## src/rtl/sa_ctrl_pkg.sv

```systemverilog
// ---------------------------------------------------------------------------
// sa_ctrl_pkg
// Shared definitions for the systolic-array instruction sequencer:
//   - decoded instruction field widths
//   - opcode constants (LD, ST, GEMM, DRAINSYS)
//   - buffer-id codes (top, left, down)
//   - array control-state codes driven on o_ctrl_state
//   - sequencer FSM state enumeration
// ---------------------------------------------------------------------------
package sa_ctrl_pkg;

  localparam int OPCODE_W  = 4;
  localparam int BUF_ID_W  = 2;
  localparam int MEM_LOC_W = 10;

  localparam logic [OPCODE_W-1:0] OP_LD       = 4'b0010;
  localparam logic [OPCODE_W-1:0] OP_ST       = 4'b0011;
  localparam logic [OPCODE_W-1:0] OP_GEMM     = 4'b0100;
  localparam logic [OPCODE_W-1:0] OP_DRAINSYS = 4'b0101;

  localparam logic [BUF_ID_W-1:0] BUF_TOP  = 2'd0;
  localparam logic [BUF_ID_W-1:0] BUF_LEFT = 2'd1;
  localparam logic [BUF_ID_W-1:0] BUF_DOWN = 2'd2;

  localparam int CTRL_IDLE   = 0;
  localparam int CTRL_WARMUP = 1;
  localparam int CTRL_STEADY = 2;
  localparam int CTRL_DRAIN  = 3;

  typedef enum logic [1:0] {
    S_IDLE   = 2'd0,
    S_WARMUP = 2'd1,
    S_STEADY = 2'd2,
    S_DRAIN  = 2'd3
  } seq_state_e;

endpackage

```

## src/rtl/sa_phase_counter.sv

```systemverilog
// ---------------------------------------------------------------------------
// sa_phase_counter
// Down-counter that times one sequencer phase. It is loaded with
// (phase length - 1) when a phase is entered and the phase ends in the cycle
// where the count reads zero, so a load value of N-1 yields N cycles.
//
// Ports:
//   clk        in   clock, rising edge
//   rst_n      in   asynchronous active-low reset, clears the count
//   load       in   load load_value this cycle (has priority over dec)
//   load_value in   WIDTH  new count
//   dec        in   decrement by one (saturates at zero)
//   zero       out  count is zero
// ---------------------------------------------------------------------------
module sa_phase_counter #(
  parameter int WIDTH = 6
) (
  input  logic             clk,
  input  logic             rst_n,
  input  logic             load,
  input  logic [WIDTH-1:0] load_value,
  input  logic             dec,
  output logic             zero
);

  logic [WIDTH-1:0] count_q;

  // Count register: a load always wins so a phase can be re-armed in the
  // same cycle the previous phase reaches zero.
  always_ff @(posedge clk or negedge rst_n) begin
    if (!rst_n) begin
      count_q <= '0;
    end else if (load) begin
      count_q <= load_value;
    end else if (dec && (count_q != '0)) begin
      count_q <= count_q - WIDTH'(1);
    end
  end

  assign zero = (count_q == '0);

endmodule

```

## src/rtl/sa_inst_sequencer.sv

```systemverilog
// ---------------------------------------------------------------------------
// sa_inst_sequencer
// Consumes decoded instructions and sequences the systolic array through its
// phases. LD/ST program the top/left/down SRAM read windows; GEMM runs a
// WARMUP phase of NUM_ROW cycles followed by a STEADY phase whose length is
// the left-window span; DRAINSYS runs a DRAIN phase of NUM_ROW+NUM_COL-1
// cycles. Illegal instructions are consumed and flagged without side effects.
//
// Ports:
//   clk, rst_n                        clock / async active-low reset
//   i_inst_valid, o_inst_ready        instruction handshake (ready in idle)
//   i_opcode, i_buf_id, i_mem_loc     decoded instruction fields
//   o_ctrl_state                      registered array phase code
//   o_{top,left,down}_sram_rd_*_addr  buffer read windows
//   o_busy                            a GEMM/DRAINSYS phase is running
//   o_done                            one-cycle pulse when a sequence ends
//   o_err                             one-cycle pulse after an illegal inst
// ---------------------------------------------------------------------------
module sa_inst_sequencer
  import sa_ctrl_pkg::*;
#(
  parameter int NUM_ROW              = 4,
  parameter int NUM_COL              = 4,
  parameter int LOG2_SRAM_BANK_DEPTH = 5,
  parameter int CTRL_WIDTH           = 4,
  parameter int OPCODE_WIDTH         = OPCODE_W,
  parameter int BUF_ID_WIDTH         = BUF_ID_W,
  parameter int MEM_LOC_WIDTH        = MEM_LOC_W
) (
  input  logic                            clk,
  input  logic                            rst_n,
  input  logic                            i_inst_valid,
  output logic                            o_inst_ready,
  input  logic [OPCODE_WIDTH-1:0]         i_opcode,
  input  logic [BUF_ID_WIDTH-1:0]         i_buf_id,
  input  logic [MEM_LOC_WIDTH-1:0]        i_mem_loc,
  output logic [CTRL_WIDTH-1:0]           o_ctrl_state,
  output logic [LOG2_SRAM_BANK_DEPTH-1:0] o_top_sram_rd_start_addr,
  output logic [LOG2_SRAM_BANK_DEPTH-1:0] o_top_sram_rd_end_addr,
  output logic [LOG2_SRAM_BANK_DEPTH-1:0] o_left_sram_rd_start_addr,
  output logic [LOG2_SRAM_BANK_DEPTH-1:0] o_left_sram_rd_end_addr,
  output logic [LOG2_SRAM_BANK_DEPTH-1:0] o_down_sram_rd_start_addr,
  output logic [LOG2_SRAM_BANK_DEPTH-1:0] o_down_sram_rd_end_addr,
  output logic                            o_busy,
  output logic                            o_done,
  output logic                            o_err
);

  localparam int AW    = LOG2_SRAM_BANK_DEPTH;
  localparam int CNT_W = LOG2_SRAM_BANK_DEPTH + 1;

  localparam logic [CNT_W-1:0] WARMUP_LOAD = CNT_W'(NUM_ROW - 1);
  localparam logic [CNT_W-1:0] DRAIN_LOAD  = CNT_W'(NUM_ROW + NUM_COL - 2);

  seq_state_e state_q, state_d;

  logic [AW-1:0] top_start_q,  top_end_q;
  logic [AW-1:0] left_start_q, left_end_q;
  logic [AW-1:0] down_start_q, down_end_q;

  logic [AW-1:0] win_start, win_end;
  logic [AW-1:0] steady_len;

  logic             accept;
  logic             ld_top, ld_left, ld_down;
  logic             illegal;
  logic             done_d;
  logic [CTRL_WIDTH-1:0] ctrl_d;
  logic [CTRL_WIDTH-1:0] ctrl_q;
  logic             done_q, err_q;

  logic             cnt_load;
  logic [CNT_W-1:0] cnt_load_value;
  logic             cnt_dec;
  logic             cnt_zero;

  assign win_start = i_mem_loc[AW-1:0];
  assign win_end   = i_mem_loc[2*AW-1:AW];

  // STEADY length wraps modulo the bank depth, so end < start is legal.
  assign steady_len = left_end_q - left_start_q;

  assign accept = i_inst_valid && (state_q == S_IDLE);

  sa_phase_counter #(
    .WIDTH (CNT_W)
  ) u_phase_counter (
    .clk        (clk),
    .rst_n      (rst_n),
    .load       (cnt_load),
    .load_value (cnt_load_value),
    .dec        (cnt_dec),
    .zero       (cnt_zero)
  );

  // FSM state register.
  always_ff @(posedge clk or negedge rst_n) begin
    if (!rst_n) begin
      state_q <= S_IDLE;
    end else begin
      state_q <= state_d;
    end
  end

  // Next-state, instruction decode and phase-counter control. Window loads
  // and illegal detection only happen on an accepted instruction in idle.
  always_comb begin
    state_d        = state_q;
    ld_top         = 1'b0;
    ld_left        = 1'b0;
    ld_down        = 1'b0;
    illegal        = 1'b0;
    done_d         = 1'b0;
    cnt_load       = 1'b0;
    cnt_load_value = '0;
    cnt_dec        = 1'b0;
    ctrl_d         = CTRL_WIDTH'(CTRL_IDLE);

    unique case (state_q)
      S_IDLE: begin
        if (accept) begin
          case (i_opcode)
            OP_LD: begin
              if (i_buf_id == BUF_TOP) begin
                ld_top = 1'b1;
              end else if (i_buf_id == BUF_LEFT) begin
                ld_left = 1'b1;
              end else begin
                illegal = 1'b1;
              end
            end
            OP_ST: begin
              if (i_buf_id == BUF_DOWN) begin
                ld_down = 1'b1;
              end else begin
                illegal = 1'b1;
              end
            end
            OP_GEMM: begin
              state_d        = S_WARMUP;
              cnt_load       = 1'b1;
              cnt_load_value = WARMUP_LOAD;
            end
            OP_DRAINSYS: begin
              state_d        = S_DRAIN;
              cnt_load       = 1'b1;
              cnt_load_value = DRAIN_LOAD;
            end
            default: begin
              illegal = 1'b1;
            end
          endcase
        end
      end
      S_WARMUP: begin
        if (cnt_zero) begin
          if (steady_len == '0) begin
            state_d = S_IDLE;
            done_d  = 1'b1;
          end else begin
            state_d        = S_STEADY;
            cnt_load       = 1'b1;
            cnt_load_value = CNT_W'(steady_len) - CNT_W'(1);
          end
        end else begin
          cnt_dec = 1'b1;
        end
      end
      S_STEADY, S_DRAIN: begin
        if (cnt_zero) begin
          state_d = S_IDLE;
          done_d  = 1'b1;
        end else begin
          cnt_dec = 1'b1;
        end
      end
      default: begin
        state_d = S_IDLE;
      end
    endcase

    unique case (state_d)
      S_WARMUP: ctrl_d = CTRL_WIDTH'(CTRL_WARMUP);
      S_STEADY: ctrl_d = CTRL_WIDTH'(CTRL_STEADY);
      S_DRAIN:  ctrl_d = CTRL_WIDTH'(CTRL_DRAIN);
      default:  ctrl_d = CTRL_WIDTH'(CTRL_IDLE);
    endcase
  end

  // Window registers; they can only change from idle, so they stay frozen
  // for the whole of any GEMM or DRAINSYS sequence.
  always_ff @(posedge clk or negedge rst_n) begin
    if (!rst_n) begin
      top_start_q  <= '0;
      top_end_q    <= '0;
      left_start_q <= '0;
      left_end_q   <= '0;
      down_start_q <= '0;
      down_end_q   <= '0;
    end else begin
      if (ld_top) begin
        top_start_q <= win_start;
        top_end_q   <= win_end;
      end
      if (ld_left) begin
        left_start_q <= win_start;
        left_end_q   <= win_end;
      end
      if (ld_down) begin
        down_start_q <= win_start;
        down_end_q   <= win_end;
      end
    end
  end

  // Registered status: the phase code follows the next state so it lines
  // up with the cycle the FSM is actually in that phase.
  always_ff @(posedge clk or negedge rst_n) begin
    if (!rst_n) begin
      ctrl_q <= '0;
      done_q <= 1'b0;
      err_q  <= 1'b0;
    end else begin
      ctrl_q <= ctrl_d;
      done_q <= done_d;
      err_q  <= illegal;
    end
  end

  assign o_inst_ready = rst_n && (state_q == S_IDLE);
  assign o_busy       = (state_q != S_IDLE);
  assign o_ctrl_state = ctrl_q;
  assign o_done       = done_q;
  assign o_err        = err_q;

  assign o_top_sram_rd_start_addr  = top_start_q;
  assign o_top_sram_rd_end_addr    = top_end_q;
  assign o_left_sram_rd_start_addr = left_start_q;
  assign o_left_sram_rd_end_addr   = left_end_q;
  assign o_down_sram_rd_start_addr = down_start_q;
  assign o_down_sram_rd_end_addr   = down_end_q;

endmodule

```

## config.mk

```make
export PLATFORM = sky130hd
export DESIGN_NAME = sa_inst_sequencer
export DESIGN_NICKNAME = d
export VERILOG_FILES = /design/src/rtl/sa_ctrl_pkg.sv /design/src/rtl/sa_phase_counter.sv /design/src/rtl/sa_inst_sequencer.sv
export SDC_FILE = /design/constraint.sdc
export NUM_CORES = 1
export LEC_CHECK = 0
export BUFFER_PORTS_ARGS = -buffer_cell sky130_fd_sc_hd__buf_2
export CAP_MARGIN = 20
export CORE_ASPECT_RATIO = 2
export CORE_MARGIN = 1.5
export CORE_UTILIZATION = 47
export DETAILED_ROUTE_END_ITERATION = 8
export GPL_ROUTABILITY_DRIVEN = 0
export PLACE_DENSITY = 0.73
export SLEW_MARGIN = 20
export SYNTH_ARGS = -nofsm -noshare
export SYNTH_HDL_FRONTEND = slang
export SYNTH_HIERARCHICAL = 1
export SYNTH_SLANG_ARGS = --single-unit
```

## constraint.sdc

```tcl
create_clock -name clk -period 3 [get_ports clk]
set_clock_uncertainty 0.1 [all_clocks]
set_input_delay 0.75 -clock clk [delete_from_list [all_inputs] [get_ports clk]]
set_output_delay 0.75 -clock clk [all_outputs]
set_load 0.03 [all_outputs]
```

Yosys cells after proc, flatten, opt, wreduce, memory -nomap -nowiden --
Cells that the tools add are included.
Cells by class: add/sub/neg operators 3, equality and inequality tests 12, reduce and logical (&&, ||, !) cells 13, multiplexer cells 44
Operators by type and width (number):
- 1-bit 2-to-1 mux | 27
- 6-bit 2-to-1 mux | 4
- 2-bit one-hot mux with 3 select lines | 2
- 6-bit one-hot mux with 2 select lines | 1
- 2-bit == test, second input constant | 5
- 4-bit by 2-bit == test with 1-bit output, second input constant | 2
- 4-bit by 3-bit == test with 1-bit output, second input constant | 2
- 2-bit 2-to-1 mux | 4
- 2-bit by 1-bit == test with 1-bit output, second input constant | 3
- 6-bit logical NOT | 1
- 3-bit one-hot mux with 2 select lines | 1
- 6-bit nonzero test | 1
- 5-bit by 1-bit subtractor with 6-bit output, second input constant | 1
- 6-bit by 1-bit subtractor with 6-bit output, second input constant | 1
- 5-bit logical NOT | 1
- 5-bit subtractor | 1
- 2-bit logical NOT | 2
- 1-bit one-hot mux with 2 select lines | 2
- 2-bit one-hot mux with 2 select lines | 1
- 2-bit nonzero test | 2
- 2-bit OR reduction | 2
- 1-bit logical AND | 3
- 3-bit 2-to-1 mux | 1
- 1-bit one-hot mux with 3 select lines | 1
- 3-bit OR reduction | 1
Word-level totals: input bits 19, logic and storage cells 83, flip-flop bits (word level) 44, output and inout port bits 38

Logic depth before layout (Yosys ltp) --
Gate-level depths: netlist of run 1.
depth after elaboration 7, gate-level depth with buffers 12

Cells and area by module --
Netlist of run 1, hierarchy kept.
By module, submodules not included:
- sa_inst_sequencer | area an instance 1749.2 um2, sequential area each 875.8 um2, times used 1, cells each 143
- sa_phase_counter | area an instance 395.4 um2, sequential area each 150.1 um2, times used 1, cells each 44

Worst setup path after synthesis of run 1 --
Ideal clock, no wire load.
path kind reg-to-reg, from reg left_end_q[0] (netlist: o_left_sram_rd_end_addr[0]), to reg u_phase_counter.count_q[3], stages on the path, launching flop included 12, arrival 2.916 ns, setup slack -0.102 ns, clock period less this slack 3.102 ns, cells stage by stage dfrtp_1 > inv_1 > ha_1 > fa_1 > nand2b_1 > a21oi_1 > xnor2_1 > nor3_4 > o21ai_0 > buf_1 > or4_1 > o211ai_1
Between the ends: longest elaborated chain between the ends 6, elaborated cells on any way between the ends 11, those cells by class add/sub: 2; mux: 7; reduce/logical: 2
Ends and longest elaborated chain:
- from (decl) | line sa_inst_sequencer.sv:58 | logic [AW-1:0] left_start_q, left_end_q;
- from (signal assigned) | line sa_inst_sequencer.sv:207 | left_end_q <= win_end;
- 5-bit subtractor (*) | line sa_inst_sequencer.sv:81 | assign steady_len = left_end_q - left_start_q;
- 5-bit logical NOT (*) | line sa_inst_sequencer.sv:157 | if (steady_len == '0) begin
- 1-bit 2-to-1 mux (*) | line sa_inst_sequencer.sv:157
- 1-bit 2-to-1 mux (*) | line sa_inst_sequencer.sv:156 | if (cnt_zero) begin
- 1-bit one-hot mux with 2 select lines (*) | line sa_inst_sequencer.sv:119 | unique case (state_q)
- net cnt_load | line sa_inst_sequencer.sv:72 | logic cnt_load;
- 6-bit 2-to-1 mux / 2-bit nonzero test (equally long branches)
- to (signal assigned) | line sa_phase_counter.sv:34 | count_q <= load_value;
- to (signal assigned) | line sa_phase_counter.sv:36 | count_q <= count_q - WIDTH'(1);
- to (decl) | line sa_phase_counter.sv:26 | logic [WIDTH-1:0] count_q;
The timed path passes the listed nets; every way through them passes the cells marked *. A chain may end at the register's enable or synchronous reset.

Worst setup path in the final report of run 1 --
from reg left_start_q[0] (netlist: o_left_sram_rd_start_addr[0]), to reg u_phase_counter.count_q[0]
Between the ends: longest elaborated chain between the ends 6, elaborated cells on any way between the ends 11, those cells by class add/sub: 2; mux: 7; reduce/logical: 2
Ends and longest elaborated chain:
- from (decl) | line sa_inst_sequencer.sv:58
- from (signal assigned) | line sa_inst_sequencer.sv:206 | left_start_q <= win_start;
- 5-bit subtractor (*) | line sa_inst_sequencer.sv:81
- 5-bit logical NOT (*) | line sa_inst_sequencer.sv:157
- 1-bit 2-to-1 mux (*) | line sa_inst_sequencer.sv:157
- 1-bit 2-to-1 mux (*) | line sa_inst_sequencer.sv:156
- 1-bit one-hot mux with 2 select lines (*) | line sa_inst_sequencer.sv:119
- net cnt_load | line sa_inst_sequencer.sv:72
- 6-bit 2-to-1 mux / 2-bit nonzero test (equally long branches)
Marked as above.

==> impl_metrics.ini, run 1 <==
[global_route]
grt_overflow = 0
grt_antenna_before_repair = 0
grt_max_degree = 42
grt_pass1_wl_um = 7430
grt_usage_pct = 19.5
first_global_vias = 1715

[outcome]
status = completed

[synth]
synth_edf_count = 0
yosysWarnings = 6
synth_flop_cell = dfrtp_1
yosysSeqAreaShare_pct = 47.8
synth.avg_cell_area_um2 = 11.5
synth_area_um2 = 2140
synth.distinct_cells = 41
async_flop_share_pct = 100
synth_cells = 187
ys_ff_latch = 41

[critical_path]
worstSetupEndpointType = register
critical_path_class = reg2reg
cp_max_fo = 6
slowest_delay_ns = 0.52
cp.arrival_ns = 2.91
required_ns = 3.13
cp-start-kind = register
worst_path_max_delay_cell = or4_1
path_cells = ha_1 -> fa_1 -> nand2b_1 -> a21oi_2 -> xnor2_2 -> nor3_4 -> o21ai_1 -> buf_4 -> or4_1 -> nand3_1

[floorplanning]
die_h_um = 98.5
start_util_pct = 48.9
die_w_um = 50.8
fp.coreArea_um2 = 4380
rows = 34
io-pin-count = 57
die_area_um2 = 5000

[detailed_routing]
drt_first_pass_iters = 3
drt-initial-drc-count = 15
ant_nets = 0
vias_per_cell = 5.42
via_count = 1638
wirelength_um = 4400
drcViolationCount = 0
wl_per_cell_um = 14.6

[clock_tree]
htreeDepth = 2
cts_inserted_buffers = 5
cts_tree = yes
post_cts_buffers = 0
worstSkewPairLatency_ns = 0.29
cts_root_buf = clkbuf_8
clk_pin_slew_ns = 0.08
clk_path_buf_depth = 2
cts.sinks = 41

[sta]
min_period_ns = 2.78
period_share_pct = 92.5
finalSetupViolCount = 0
hold_viol_final = 0
rsz0062_at_grt = false
relSlewSlack_pct = 63.5
drv_slew = 0
tns_ns = 0
tightest_slew_ns = 0.544
fmax_ghz = 0.360

[final_layout]
fin_nets = 275
diodes = 0
layout_commonest_cell = buf_2
area_growth_pct = 21.1
drive_gt1_share_pct = 44.0
most-common-layout-cells = 54 x buf_2, 38 x dfrtp_1, 30 x mux2_2, 12 x inv_1, 10 x nor2_1
fin_area_um2 = 2600

[power]
p_per_area_nw_per_um2 = 830
irDropWorstVdd_mv = 0.441
p_leak_uw = 0.00133

[placement]
port_buffers = 54
dpl_cell_area_um2 = 2510
hpwl_um = 3470

[worst_hold_path]
hold_class = reg2reg

[run]
maxCapViolations = 0
## Yosys cell counts, types with 3 or more instances
master | number | share of area [%]
mux2_2 | 30 | 16
nand2_1 | 8 | 1.4
or4_1 | 3 | 1.1
dfrtp_1 | 41 | 48
or3_1 | 5 | 1.5
nor3_1 | 5 | 1.2
xor2_1 | 3 | 1.2
buf_4 | 3 | 1.1
o21ai_0 | 8 | 1.9
nor2_1 | 10 | 1.8
nand2b_1 | 4 | 1.2
a21oi_1 | 6 | 1.4
inv_1 | 12 | 2.1
ha_1 | 8 | 4.7
o31ai_1 | 3 | 1.1
## stage by stage
| stage | instances | hold WS, ns | total power [uW] | util, % | worst slack [ns] |
|---|---|---|---|---|---|
| CTS | 302 | 0.409 | 2170 | 59.3 | 0.141 |
| finish | 302 | 0.407 | 2150 | 59.3 | 0.224 |
| detailed placement | 294 | 0.390 | 1810 | 57.3 | 0.161 |
| floorplan | 188 | 0.354 | 1550 | - | 0.00324 |
| global route | 302 | 0.421 | 2310 | 59.3 | 0.0498 |
| global placement | 294 | 0.385 | 1800 | 57.3 | 0.235 |
## path summary, 6_finish.rpt
path	startpoint	endpoint	slack (ns)	depth (start not counted)
min	o_top_sram_rd_start_addr[1]	o_top_sram_rd_start_addr[1]	0.41	1
min in group asynchronous	rst_n	o_top_sram_rd_start_addr[1]	0.47	2
max reg2reg	o_left_sram_rd_start_addr[0]	u_phase_counter/count_q[0]	0.22	10
max	o_left_sram_rd_start_addr[0]	u_phase_counter/count_q[0]	0.22	10
max in group asynchronous	rst_n	o_left_sram_rd_end_addr[0]	1.94	2
min reg2reg	o_top_sram_rd_start_addr[1]	o_top_sram_rd_start_addr[1]	0.41	1
## critical path, delay by kind of cell (launching register included)
kind                       cells  cell delay (ns)
DFF                            1             0.41
xor gates and xnor gates       1             0.12
AOI/OAI and AO/OA              2             0.29
buffers and inverters          1             0.18
and+or+nand+nor                4             0.94
adders and majority gates      2             0.68
## final cells by class
cell class	instances	area, um2
clock inverter	2	15.0
clock buffer	6	72.6
inverter	12	45.0
sequential	41	1030
multi-input combinational	127	1050
fill	380	1780
tap	54	67.6
timing repair buffer	60	315
## state kept, by name, indices dropped and copies added (netlist names), 2 cells and up
name                       count
o_ctrl_state                   2
o_top_sram_rd_start_addr       5
o_left_sram_rd_start_addr      5
o_down_sram_rd_start_addr      5
o_left_sram_rd_end_addr        5
o_down_sram_rd_end_addr        5
u_phase_counter/count_q        6
o_top_sram_rd_end_addr         5
## cell families after synthesis
group | after synthesis | synth area share, %
multiplexers | 30 | 15.8
other | 1 | 0.175
buffers and inverters | 20 | 4.14
AND/OR/NAND/NOR | 51 | 14.8
adder cells (fa/ha/maj) | 9 | 5.60
XOR/XNOR | 5 | 2.04
AO/OA/AOI/OAI | 30 | 9.68
flip-flops | 41 | 47.8
## power breakdown
| part | switching [uW] | total (uW) | internal (uW) | leakage (uW) |
|---|---|---|---|---|
| registers | 86.8 | 766 | 680 | 0.000541 |
| clock network | 194 | 358 | 164 | 0.0000374 |
| logic | 635 | 1030 | 396 | 0.000756 |
## per-layer routing
metal	track usage, %	vias up	wire [um]
met5	0	-	0
met4	9.36	0	136
met3	3.33	13	138
met2	36.6	37	2590
met1	20.0	807	1530
li1	-	781	-
## repair_timing
action                                  4_1_cts  5_1_grt
resized for setup                             0        1
hold endpoints to repair                      0        0
hold buffers                                  0        0
endpoints found under the setup margin        0        1
Note: power is estimated with default switching activity, not from simulation.
==> run 2, diff against run 1 <==
--- a/config.mk
+++ b/config.mk
@@ -9,10 +9,10 @@
 export CAP_MARGIN = 20
 export CORE_ASPECT_RATIO = 2
 export CORE_MARGIN = 1.5
-export CORE_UTILIZATION = 47
+export CORE_UTILIZATION = 40
 export DETAILED_ROUTE_END_ITERATION = 8
 export GPL_ROUTABILITY_DRIVEN = 0
-export PLACE_DENSITY = 0.73
+export PLACE_DENSITY = 0.64
 export SLEW_MARGIN = 20
 export SYNTH_ARGS = -nofsm -noshare
 export SYNTH_HDL_FRONTEND = slang
==> run 2 against run 1 <==
Against the previous run: total power increased by 1.9%; register-to-register slack lost 0.03 ns; wire length grew 2.3%.
==> impl_metrics.ini, run 2 (same netlist as run 1, synthesis figures left out) <==
[sta]
finalSetupViolCount = 0
period_share_pct = 93.6
fmax_ghz = 0.356
min_period_ns = 2.81
timing.final.ws_setup_ns = 0.191
rsz0062_at_grt = false
drv_slew = 0
relSlewSlack_pct = 65.9
hold_viol_final = 0
tightest_slew_ns = 0.512
tns_ns = 0
hold_ws_ns = 0.405

[final_layout]
area_growth_pct = 22.1
fill_cells = 483
most-common-layout-cells = 54 x buf_2, 38 x dfrtp_1, 30 x mux2_2, 12 x inv_1, 10 x nor2_1
top_register = u_phase_counter/count_q
layout_commonest_cell = buf_2
largest_reg_flops = 6
drive_gt1_share_pct = 44.4
ff_latch_area_um2 = 1030
fin_nets = 277
final_cells = 308
multi_input_area_um2 = 1050
diodes = 0

[power]
p_per_area_nw_per_um2 = 839
p_leak_uw = 0.00134
irDropWorstVdd_mv = 0.529
power.total_uw = 2200

[clock_tree]
worstSkewPairLatency_ns = 0.30
clk_path_buf_depth = 2
htreeDepth = 2
cts.sinks = 41
clk_pin_slew_ns = 0.08
ctsHoldBuffers = 0
cts_root_buf = clkbuf_8
cts_tree = yes
cts_inserted_buffers = 5

[global_route]
first_global_vias = 1724
grt_antenna_before_repair = 0
grt_max_degree = 42
grt_usage_pct = 18.0
grt_pass1_wl_um = 7510
grt_overflow = 0

[placement]
port_buffers = 54
hpwl_um = 3530
placedCellCount = 300
preCtsSetupSlack_ns = 0.115

[detailed_routing]
drt_first_pass_iters = 4
wl_per_cell_um = 14.6
drt-initial-drc-count = 15
via_count = 1621
wirelength_um = 4500
drcViolationCount = 0
vias_per_cell = 5.26
ant_nets = 0

[critical_path]
required_ns = 3.14
ff2ff_path_depth = 10
cp-start-kind = register
worstSetupEndpointType = register
cp_max_fo = 5
critical_path_class = reg2reg
cp.arrival_ns = 2.95

[worst_hold_path]
hold_class = reg2reg
holdPathStages = 1

[outcome]
status = completed

[floorplanning]
die_area_um2 = 5840
io-pin-count = 57
rows = 37
start_util_pct = 41.7
fp.coreArea_um2 = 5140
die_h_um = 107
die_w_um = 54.8

[run]
maxCapViolations = 0
-- run 2: changes by cell type in the layout (fill, tap and decap cells not counted), sizes merged --
cell / change
buf: +2
-- run 2: cell type report --
type / count / share of cell area (%)
tap: 58 / 2.77
clock inverter: 2 / 0.574
multi-input combinational: 127 / 40.2
clock buffer: 6 / 2.77
timing repair buffer: 62 / 12.6
sequential: 41 / 39.3
inverter: 12 / 1.72
-- run 2: final timing paths --
| kind | from | endpoint | slack [ns] |
|---|---|---|---|
| min in group asynchronous | rst_n | o_top_sram_rd_end_addr[0] | 0.43 |
| hold reg to reg | o_top_sram_rd_start_addr[0] | o_top_sram_rd_start_addr[0] | 0.40 |
| max in group asynchronous | rst_n | o_left_sram_rd_start_addr[2] | 1.99 |
| setup / recovery | o_left_sram_rd_start_addr[0] | u_phase_counter/count_q[0] | 0.19 |
| setup reg to reg | o_left_sram_rd_start_addr[0] | u_phase_counter/count_q[0] | 0.19 |
| hold / removal | o_top_sram_rd_start_addr[0] | o_top_sram_rd_start_addr[0] | 0.40 |
-- run 2: through the flow --
step | util [%] | instance area, um2
floorplan | - | 2170
global placement | 49.2 | 2530
detailed placement | 49.2 | 2530
CTS | 50.9 | 2620
global route | 50.9 | 2620
finish | 50.9 | 2620
-- run 2: power by group --
group / leakage (uW) / internal (uW) / total (uW) / switching [uW]
combinational: 0.000766 / 423 / 1070 / 646
clock: 0.0000374 / 164 / 357 / 194
sequential: 0.000541 / 680 / 769 / 89.2
total: 0.00134 / 1270 / 2200 / 929
-- run 2: critical path, cell delays in order, from the launching register on --
cell and delay (ns):
dfrtp_2 0.42, ha_1 0.25, fa_1 0.43, nand2b_1 0.18
a21oi_2 0.17, xnor2_2 0.12, nor3_4 0.14, o21ai_1 0.15
buf_4 0.18, or4_1 0.51, nand3_1 0.10
-- run 2: what timing repair did --
item	CTS	global route
endpoints found under the setup margin	0	2
buffers inserted	0	0
gates resized for setup	0	1
-- run 2: per-layer routing --
metal	vias up	track usage [%]	wire, um
met5	-	0	0
met4	0	9.11	106
met3	7	4.07	163
met2	34	32.4	2710
met1	793	17.5	1520
li1	787	-	-
==> run 3, diff against run 2 <==
--- a/config.mk
+++ b/config.mk
@@ -13,6 +13,7 @@
 export DETAILED_ROUTE_END_ITERATION = 8
 export GPL_ROUTABILITY_DRIVEN = 0
 export PLACE_DENSITY = 0.64
+export RECOVER_POWER = 25
 export SLEW_MARGIN = 20
 export SYNTH_ARGS = -nofsm -noshare
 export SYNTH_HDL_FRONTEND = slang
==> run 3 against run 2 <==
Against the previous run: maximum frequency barely moved; sequential share of layout area rose by 0.056 points; wire length barely moved; final cell count did not move; global-route usage did not move; non-clock buffer count did not move; combinational power barely moved; critical path type unchanged.
==> impl_metrics.ini, run 3 (same netlist as run 1, synthesis figures left out) <==
[sta]
relSlewSlack_pct = 32.8
min_period_ns = 2.81
rsz0062_at_grt = false
drv_slew = 0
period_share_pct = 93.6
tightest_slew_ns = 1.01
hold_viol_final = 0
finalSetupViolCount = 0
fmax_ghz = 0.356
tns_ns = 0

[final_layout]
top_register = u_phase_counter/count_q
diodes = 0
drive_gt1_share_pct = 44.0
final_cells = 308
multi_input_area_um2 = 1050
layout_commonest_cell = buf_2
ff_latch_area_um2 = 1030
fin_nets = 277
largest_reg_flops = 6
area_growth_pct = 21.9
most-common-layout-cells = 53 x buf_2, 38 x dfrtp_1, 30 x mux2_2, 12 x inv_1, 10 x nor2_1
fill_cells = 484

[floorplanning]
rows = 37
die_area_um2 = 5840
die_h_um = 107
die_w_um = 54.8
start_util_pct = 41.7
io-pin-count = 57
fp.coreArea_um2 = 5140

[critical_path]
worstSetupEndpointType = register
cp-start-kind = register
ff2ff_path_depth = 10
r2r-end = u_phase_counter/count_q[0]
rrSetupSlack_ns = 0.19
cp.arrival_ns = 2.95
slowest_delay_ns = 0.51
cp_max_fo = 5
worst_path_max_delay_cell = or4_1
path_cells = ha_1 -> fa_1 -> nand2b_1 -> a21oi_2 -> xnor2_2 -> nor3_4 -> o21ai_1 -> buf_4 -> or4_1 -> nand3_1
startpoint = o_left_sram_rd_start_addr[0]
required_ns = 3.14
endpoint = u_phase_counter/count_q[0]
r2r_start = o_left_sram_rd_start_addr[0]
critical_path_class = reg2reg

[detailed_routing]
wirelength_um = 4500
vias_per_cell = 5.26
drcViolationCount = 0
wl_per_cell_um = 14.6
drt_first_pass_iters = 4
via_count = 1620
drt-initial-drc-count = 17
ant_nets = 0

[clock_tree]
htreeDepth = 2
cts_tree = yes
worstSkewPairLatency_ns = 0.30
cts.sinks = 41
ctsHoldBuffers = 0
cts_inserted_buffers = 5
cts_resized = 0
clk_pin_slew_ns = 0.08
clk_path_buf_depth = 2
cts_root_buf = clkbuf_8
post_cts_buffers = 0

[global_route]
grt_overflow = 0
grt_pass1_wl_um = 7510
grt_max_degree = 42
first_global_vias = 1724
grt_antenna_before_repair = 0
grt_usage_pct = 18.0

[power]
irDropWorstVdd_mv = 0.529
p_leak_uw = 0.00134
p_sw_uw = 929
pwr-share-comb_pct = 48.7
p_int_uw = 1270
pwr-share-clk_pct = 16.3
p_per_area_nw_per_um2 = 840
p_seq_share_pct = 35.0
swShare_pct = 42.3

[worst_hold_path]
holdPathStages = 1
hold_start = o_top_sram_rd_start_addr[0]
hold_class = reg2reg

[placement]
placedCellCount = 300
hpwl_um = 3530
port_buffers = 54

[outcome]
status = completed

[run]
maxCapViolations = 0
[run 3: changes by cell type in the layout (fill, tap and decap cells not counted), sizes merged]
cell,before,now
buf,62,60
clkbuf,6,8
[run 3: final cells by class]
cell class,count,area share (%)
Clock buffer,6,2.78
Sequential cell,41,39.4
Multi-Input combinational cell,127,40.3
Timing Repair Buffer,62,12.5
Inverter,12,1.72
Clock inverter,2,0.574
Tap cell,58,2.78
[run 3: power by group through the flow]
stage | sequential, uW | clock [uW] | combinational, uW
global route | 788 | 393 | 1180
CTS | 769 | 373 | 1080
finish | 769 | 357 | 1070
floorplan | 907 | 0 | 645
global placement | 775 | 0 | 1070
detailed placement | 780 | 0 | 1080
[run 3: worst max-delay path, delay by kind of cell (launching register included)]
kind / cells / cell delay, ns
AND/OR/NAND/NOR: 4 / 0.93
AO/OA/AOI/OAI: 2 / 0.32
XOR/XNOR: 1 / 0.12
buffers and inverters: 1 / 0.18
adder cells (fa/ha/maj): 2 / 0.68
flip-flops: 1 / 0.42
[run 3: per-layer routing]
metal / share of wire, % / track usage (%) / wire (um)
met3: 3.6 / 4.07 / 163
met5: 0 / 0 / 0
met2: 60 / 32.4 / 2710
met4: 2.4 / 9.11 / 106
met1: 34 / 17.5 / 1520
[run 3: metrics by stage]
step           setup slack [ns]  utilization, %  cell area (um2)  hold slack (ns)  power [uW]
2_1_floorplan           0.00324               -             2170            0.354        1550
3_3_place_gp              0.194            49.2             2530            0.385        1840
3_5_place_dp              0.115            49.2             2530            0.390        1860
4_1_cts                  0.0903            50.9             2620            0.409        2220
5_1_grt                  0.0408            50.9             2610            0.416        2360
6_report                  0.191            50.9             2610            0.405        2190
[run 3: worst min path at each step]
stage	to	slack [ns]
after floorplan	o_ctrl_state[0]	0.35
after global placement	o_top_sram_rd_start_addr[3]	0.39
after detailed placement	o_top_sram_rd_start_addr[0]	0.39
after CTS	o_top_sram_rd_start_addr[0]	0.41
after global routing	o_top_sram_rd_start_addr[0]	0.42
final	o_top_sram_rd_start_addr[0]	0.40
